**src/rtl/button_conditioner_if.sv**
```systemverilog
// Signal bundle between the push-button pads and the stopwatch logic.
// All outputs are level/pulse signals in the clk domain; there is no valid/ready handshake.
interface button_conditioner_if #(
  parameter int NUM_BTN = 4
);
  logic [NUM_BTN-1:0]   btn_raw;
  logic [NUM_BTN-1:0]   btn_level;
  logic [NUM_BTN-1:0]   btn_press;
  logic [NUM_BTN-1:0]   btn_release;
  logic [NUM_BTN-1:0]   btn_long;
  logic [NUM_BTN-1:0]   btn_repeat;
  logic [3*NUM_BTN-1:0] state_dbg;

  modport master (
    output btn_raw,
    input  btn_level,
    input  btn_press,
    input  btn_release,
    input  btn_long,
    input  btn_repeat,
    input  state_dbg
  );

  modport slave (
    input  btn_raw,
    output btn_level,
    output btn_press,
    output btn_release,
    output btn_long,
    output btn_repeat,
    output state_dbg
  );
endinterface

```
**src/rtl/button_conditioner.sv**
```systemverilog
// Synchronises, debounces and classifies each push-button independently,
// producing a registered level plus single-cycle press/release/long/repeat pulses.
module button_conditioner #(
  parameter int NUM_BTN         = 4,
  parameter int DEBOUNCE_CYCLES = 500000,
  parameter int LONG_CYCLES     = 50000000,
  parameter int REPEAT_CYCLES   = 10000000,
  parameter int CNT_W           = 26
) (
  input  logic               clk,
  input  logic               reset,
  button_conditioner_if.slave btn
);

  typedef enum logic [2:0] {
    IDLE  = 3'd0,
    DEB_P = 3'd1,
    HELD  = 3'd2,
    LONG  = 3'd3,
    DEB_R = 3'd4
  } state_t;

  localparam logic [CNT_W-1:0] DEB_LAST  = CNT_W'(DEBOUNCE_CYCLES - 1);
  localparam logic [CNT_W-1:0] LONG_LAST = CNT_W'(LONG_CYCLES - 1);
  localparam logic [CNT_W-1:0] REP_LAST  = CNT_W'(REPEAT_CYCLES - 1);

  state_t             state_q [NUM_BTN];
  state_t             state_d [NUM_BTN];
  logic [CNT_W-1:0]   cnt_q   [NUM_BTN];
  logic [CNT_W-1:0]   cnt_d   [NUM_BTN];

  logic [NUM_BTN-1:0] sync1_q, sync2_q;
  logic [NUM_BTN-1:0] level_q, level_d;
  logic [NUM_BTN-1:0] press_q, press_d;
  logic [NUM_BTN-1:0] release_q, release_d;
  logic [NUM_BTN-1:0] long_q, long_d;
  logic [NUM_BTN-1:0] repeat_q, repeat_d;

  always_ff @(posedge clk or negedge reset) begin
    if (!reset) begin
      sync1_q   <= '0;
      sync2_q   <= '0;
      level_q   <= '0;
      press_q   <= '0;
      release_q <= '0;
      long_q    <= '0;
      repeat_q  <= '0;
      for (int i = 0; i < NUM_BTN; i++) begin
        state_q[i] <= IDLE;
        cnt_q[i]   <= '0;
      end
    end else begin
      sync1_q   <= btn.btn_raw;
      sync2_q   <= sync1_q;
      level_q   <= level_d;
      press_q   <= press_d;
      release_q <= release_d;
      long_q    <= long_d;
      repeat_q  <= repeat_d;
      for (int i = 0; i < NUM_BTN; i++) begin
        state_q[i] <= state_d[i];
        cnt_q[i]   <= cnt_d[i];
      end
    end
  end

  // Release detection takes priority over timer expiry, so no long/repeat
  // pulse can fire once the pad has dropped.
  always_comb begin
    press_d   = '0;
    release_d = '0;
    long_d    = '0;
    repeat_d  = '0;
    level_d   = level_q;
    for (int i = 0; i < NUM_BTN; i++) begin
      state_d[i] = state_q[i];
      cnt_d[i]   = cnt_q[i] + CNT_W'(1);
      case (state_q[i])
        IDLE: begin
          cnt_d[i] = '0;
          if (sync2_q[i]) state_d[i] = DEB_P;
        end
        DEB_P: begin
          if (!sync2_q[i]) begin
            state_d[i] = IDLE;
            cnt_d[i]   = '0;
          end else if (cnt_q[i] == DEB_LAST) begin
            state_d[i] = HELD;
            cnt_d[i]   = '0;
            press_d[i] = 1'b1;
            level_d[i] = 1'b1;
          end
        end
        HELD: begin
          if (!sync2_q[i]) begin
            state_d[i] = DEB_R;
            cnt_d[i]   = '0;
          end else if (cnt_q[i] == LONG_LAST) begin
            state_d[i] = LONG;
            cnt_d[i]   = '0;
            long_d[i]  = 1'b1;
          end
        end
        LONG: begin
          if (!sync2_q[i]) begin
            state_d[i] = DEB_R;
            cnt_d[i]   = '0;
          end else if (cnt_q[i] == REP_LAST) begin
            cnt_d[i]    = '0;
            repeat_d[i] = 1'b1;
          end
        end
        DEB_R: begin
          if (sync2_q[i]) begin
            // Bounce during release: stay pressed and restart the long timer.
            state_d[i] = HELD;
            cnt_d[i]   = '0;
          end else if (cnt_q[i] == DEB_LAST) begin
            state_d[i]   = IDLE;
            cnt_d[i]     = '0;
            release_d[i] = 1'b1;
            level_d[i]   = 1'b0;
          end
        end
        default: begin
          state_d[i] = IDLE;
          cnt_d[i]   = '0;
        end
      endcase
    end
  end

  assign btn.btn_level   = level_q;
  assign btn.btn_press   = press_q;
  assign btn.btn_release = release_q;
  assign btn.btn_long    = long_q;
  assign btn.btn_repeat  = repeat_q;

  for (genvar g = 0; g < NUM_BTN; g++) begin : g_dbg
    assign btn.state_dbg[3*g +: 3] = state_q[g];
  end

endmodule

```
**src/flat_wrapper.sv**
```systemverilog
// flat-port wrapper written by rule: the top's interface ports become plain ports
module button_conditioner_flat 
#(
  parameter int NUM_BTN         = 4,
  parameter int DEBOUNCE_CYCLES = 500000,
  parameter int LONG_CYCLES     = 50000000,
  parameter int REPEAT_CYCLES   = 10000000,
  parameter int CNT_W           = 26
)
  (clk, reset, btn_btn_raw, btn_btn_level, btn_btn_press, btn_btn_release, btn_btn_long, btn_btn_repeat, btn_state_dbg);
  button_conditioner_if #(.NUM_BTN(NUM_BTN)) btn_i ();
  input  logic clk;
  input  logic reset;
  input wire logic [$bits(btn_i.btn_raw)-1:0] btn_btn_raw;
  output wire logic [$bits(btn_i.btn_level)-1:0] btn_btn_level;
  output wire logic [$bits(btn_i.btn_press)-1:0] btn_btn_press;
  output wire logic [$bits(btn_i.btn_release)-1:0] btn_btn_release;
  output wire logic [$bits(btn_i.btn_long)-1:0] btn_btn_long;
  output wire logic [$bits(btn_i.btn_repeat)-1:0] btn_btn_repeat;
  output wire logic [$bits(btn_i.state_dbg)-1:0] btn_state_dbg;
  assign btn_i.btn_raw = btn_btn_raw;
  assign btn_btn_level = btn_i.btn_level;
  assign btn_btn_press = btn_i.btn_press;
  assign btn_btn_release = btn_i.btn_release;
  assign btn_btn_long = btn_i.btn_long;
  assign btn_btn_repeat = btn_i.btn_repeat;
  assign btn_state_dbg = btn_i.state_dbg;
  button_conditioner #(.NUM_BTN(NUM_BTN), .DEBOUNCE_CYCLES(DEBOUNCE_CYCLES), .LONG_CYCLES(LONG_CYCLES), .REPEAT_CYCLES(REPEAT_CYCLES), .CNT_W(CNT_W)) u_core (.clk(clk), .reset(reset), .btn(btn_i));
endmodule
```
**config.mk**
```make
export PLATFORM = sky130hd
export DESIGN_NAME = button_conditioner_flat
export DESIGN_NICKNAME = d
export VERILOG_FILES = /design/src/rtl/button_conditioner_if.sv /design/src/rtl/button_conditioner.sv /design/src/flat_wrapper.sv
export SDC_FILE = /design/constraint.sdc
export NUM_CORES = 1
export LEC_CHECK = 0
export CORE_AREA = 2 2 152 154
export DETAILED_ROUTE_END_ITERATION = 10
export DIE_AREA = 0 0 154 156
export PLACE_DENSITY = 0.53
export SETUP_SLACK_MARGIN = 0.4
export SKIP_CTS_REPAIR_TIMING = 1
export SLEW_MARGIN = 20
export SYNTH_ARGS = -nofsm -noshare
export SYNTH_HDL_FRONTEND = slang
export SYNTH_SLANG_ARGS = --single-unit
```
**constraint.sdc**
```tcl
create_clock -name clk -period 3.65 [get_ports clk]
set_input_delay 0.365 -clock clk [delete_from_list [all_inputs] [get_ports clk]]
set_output_delay 0.365 -clock clk [all_outputs]
set_load 0.05 [all_outputs]
```
==> impl_results.md <==
- Die outline width: 154 um
- Count of state elements after synthesis: 144
- Buffer type at the clock tree root: sky130_fd_sc_hd__clkbuf_16
- Largest net degree at the start of global routing: 89
- Max Cap Viol: 0
- First-pass GRT wire length: 26,820 um
- DP Wirelength: 10,000 um
- Post-synthesis cell type count: 56
- Worst Setup End Kind: flop
- Dominant register cell in the synthesized netlist: sky130_fd_sc_hd__dfrtp_1
- Kind of start point of the critical path: flop
- IR Drop Worst-Case VDD: 0.0003017 V
- Longest Clk Path Bufs: 2
- Outcome: finished with violations
- Average cell area after synthesis: 9.803 um^2
- Clk sink count: 144
- Ratio of cells with drive above 1 in the final layout: 5.838%
- Upper clock frequency limit: 370.2 MHz
- Area overhead of the layout relative to synthesis: 16.74%
- Antenna diode instance count: 0
- DR pass1 iterations: 4
- CP arrival: 2.96 ns
- Tightest slew margin relative to the limit: 31.39%
- Unrepaired setup endpoints after global routing: no
- Minimum clock period: 2.701 ns
- Last weighted congestion value of the routability-driven placer: 0.8012
- Critical-path cell with the highest stage delay: sky130_fd_sc_hd__or4_1
- Period utilisation layout: 74.01%
- Fraction of synthesis flops using an asynchronous set or reset pin: 100.0%
- Number of warnings issued by yosys: 0
- Core region area: 0.02237 mm^2
- Largest stage delay on the critical path: 0.64 ns
- Number of CTS-inserted buffers: 17
- Clock latency reported for the late side of the worst-skew pair: 0.42 ns
- Post-synthesis cell area: 0.007244 mm^2
- CTS tree: yes
- Antenna violations before repair: 0
- CP max FO: 26
- Effective utilization at floorplan: 32.39%
- Site row count: 55
- Total negative setup slack: 0 ns
- Die Area: 0.02402 mm^2
- Cell family contributing the most delay on the critical path: simple AND/OR/NAND/NOR gates
- Sum of buffers and inverters on the critical path: 0
- Final number of setup-violating endpoints: 0
- Overall routing resource usage: 13.68%
- Final Hold Fails: 11
- Kind of critical path: reg -> reg
- Clock slew seen by the registers of the worst setup and hold paths: 0.06 ns
- Top cells by area, synth: sky130_fd_sc_hd__dfrtp_1 (50%), sky130_fd_sc_hd__xor2_1 (6.5%), sky130_fd_sc_hd__nor2_1 (6.1%)
- Per-cell routed wire length: 14.25 um
- Post-route DRC violation count: 0
- Critical path data required time: 3.91 ns
- Post-Route Skew: 0.006692 ns
- Leading cell type in the layout, fill and taps excluded: sky130_fd_sc_hd__dfrtp_1
- Routed Wire Length: 15,290 um
- Final global-route overflow total: 0
- Leading cell types in the layout, fill and taps excluded: sky130_fd_sc_hd__dfrtp_1 (144), sky130_fd_sc_hd__nor2_1 (118), sky130_fd_sc_hd__xor2_1 (54), sky130_fd_sc_hd__nand3_1 (51), sky130_fd_sc_hd__nand2_1 (47)
- R2r startpoint: u_core.cnt_q[0]$_DFF_PN0_
- CP startpoint: u_core.cnt_q[0]$_DFF_PN0_
- Total power divided by cell area: 405.9 mW/mm^2
- Number of vias after detailed routing: 5,424
- Number of nets in the finished design: 787
- Violation count after the first detailed-routing iteration: 372
- Post-synth top area cell: sky130_fd_sc_hd__dfrtp_1
- Critical path, cell by cell: ha_1 > nand4_1 > or4_1 > nand4b_4 > a22oi_4 > a21boi_0
- Cells after synthesis: 739
- Yosys top cell area share: 49.74%
- Synth Net Count: 749
- # port buffers: 37
- Slew at the pin closest to its max-slew limit: 1.020 ns
- Violations in the final reports: hold timing
- Max H-tree Level: 4
- Filler Cell Count: 2,213
- Height of the die: 156 um
- Type of the worst min-delay path: in -> async
- # IOs: 38
- Number of flops mapped to enable cells by yosys: 0
- Fin. max-slew vios: 0
- Via-per-instance ratio: 5.055
- Final hold slack: -0.01525 ns
- Number of global-route vias before repair: 5,321
- Post-route antenna net violation count: 0
- Standby leakage power: 3.292 nW
- Sequential fraction of the synthesis area: 49.74%
[path summary, 6_finish.rpt]
kind / to / slack, ns / cells after the start
worst max-delay path: u_core.cnt_q[1]$_DFF_PN0_ / 0.95 / 6
worst min-delay path: u_core.cnt_q[77]$_DFF_PN0_ / -0.02 / 1
worst max register to register: u_core.cnt_q[1]$_DFF_PN0_ / 0.95 / 6
worst min register to register: u_core.sync2_q[3]$_DFF_PN0_ / 0.35 / 0
max in group asynchronous: u_core.cnt_q[100]$_DFF_PN0_ / 2.80 / 2
min in group clk: u_core.sync2_q[3]$_DFF_PN0_ / 0.35 / 0
[power breakdown]
part | total (mW) | switching [mW] | internal (mW)
Clock | 1.72 | 0.632 | 1.08
Combinational | 0.0956 | 0.0704 | 0.0251
Sequential | 1.62 | 0.0121 | 1.61
Total | 3.43 | 0.715 | 2.72
[metal layers]
| layer | up-vias | GRT usage (%) | share of wire [%] |
|---|---|---|---|
| li1 | 2687 | - | - |
| met1 | 2630 | 18.99 | 50 |
| met2 | 94 | 21.05 | 45 |
| met3 | 13 | 3.056 | 3.1 |
| met4 | 0 | 4.806 | 1.3 |
| met5 | - | 0 | 0 |
[cell type report]
cell class	instances	area [um^2]	area share (%)
sequential	144	3603	42.61
multi-input combinational	555	3437	40.64
clock buffer	24	461.7	5.459
timing repair buffer	43	429.2	5.075
tap	285	356.6	4.217
clock inverter	6	108.9	1.287
inverter	16	60.06	0.7102
[Yosys cell counts, types with 6 or more instances]
| library cell | number |
|---|---|
| sky130_fd_sc_hd__dfrtp_1 | 144 |
| sky130_fd_sc_hd__nor2_1 | 118 |
| sky130_fd_sc_hd__xor2_1 | 54 |
| sky130_fd_sc_hd__nand3_1 | 51 |
| sky130_fd_sc_hd__nand2_1 | 47 |
| sky130_fd_sc_hd__xnor2_1 | 42 |
| sky130_fd_sc_hd__a21oi_1 | 33 |
| sky130_fd_sc_hd__nand4_1 | 31 |
| sky130_fd_sc_hd__nor3_1 | 25 |
| sky130_fd_sc_hd__nor4_1 | 23 |
| sky130_fd_sc_hd__and3_1 | 18 |
| sky130_fd_sc_hd__inv_1 | 16 |
| sky130_fd_sc_hd__clkbuf_1 | 11 |
| sky130_fd_sc_hd__nor2b_1 | 9 |
| sky130_fd_sc_hd__nand2b_1 | 8 |
| sky130_fd_sc_hd__nor3b_1 | 7 |
| sky130_fd_sc_hd__nor4bb_1 | 7 |
| sky130_fd_sc_hd__buf_6 | 6 |
| sky130_fd_sc_hd__or4_1 | 6 |
[kinds of logic after synthesis]
kind of cell,count (synthesis),synth area share [%]
buf+inv,40,2.815
xor+xnor,96,11.61
simple gates,393,29.00
compound gates,62,6.148
fa+ha+maj,4,0.6909
flops,144,49.74
[worst reg2reg max path: stages, from the launching register on]
cell and delay, ns:
sky130_fd_sc_hd__dfrtp_1 0.39, sky130_fd_sc_hd__ha_1 0.22, sky130_fd_sc_hd__nand4_1 0.26, sky130_fd_sc_hd__or4_1 0.64
sky130_fd_sc_hd__nand4b_4 0.21, sky130_fd_sc_hd__a22oi_4 0.62, sky130_fd_sc_hd__a21boi_0 0.20
[stage by stage]
stage / setup slack [ns] / cell area, um^2 / std cells / power [mW] / util [%]
floorplan: 1.442 / 7244 / 739 / 1.693 / -
CTS: 0.9522 / 8457 / 1073 / 3.498 / 37.81
detailed placement: 0.9651 / 7886 / 1043 / 1.749 / 35.26
global route: 0.6804 / 8457 / 1073 / 3.581 / 37.81
global placement: 0.9721 / 7886 / 1043 / 1.749 / 35.26
finish: 0.9486 / 8457 / 1073 / 3.432 / 37.81
[state kept, by name (all words and copies together), names as in the netlist]
register	flops
u_core.btn.state_dbg	12
u_core.cnt_q	104
u_core.btn.btn_release	4
u_core.btn.btn_press	4
u_core.sync2_q	4
u_core.btn.btn_repeat	4
u_core.sync1_q	4
u_core.btn.btn_level	4
u_core.btn.btn_long	4
Note: power is estimated with default switching activity, not from simulation.
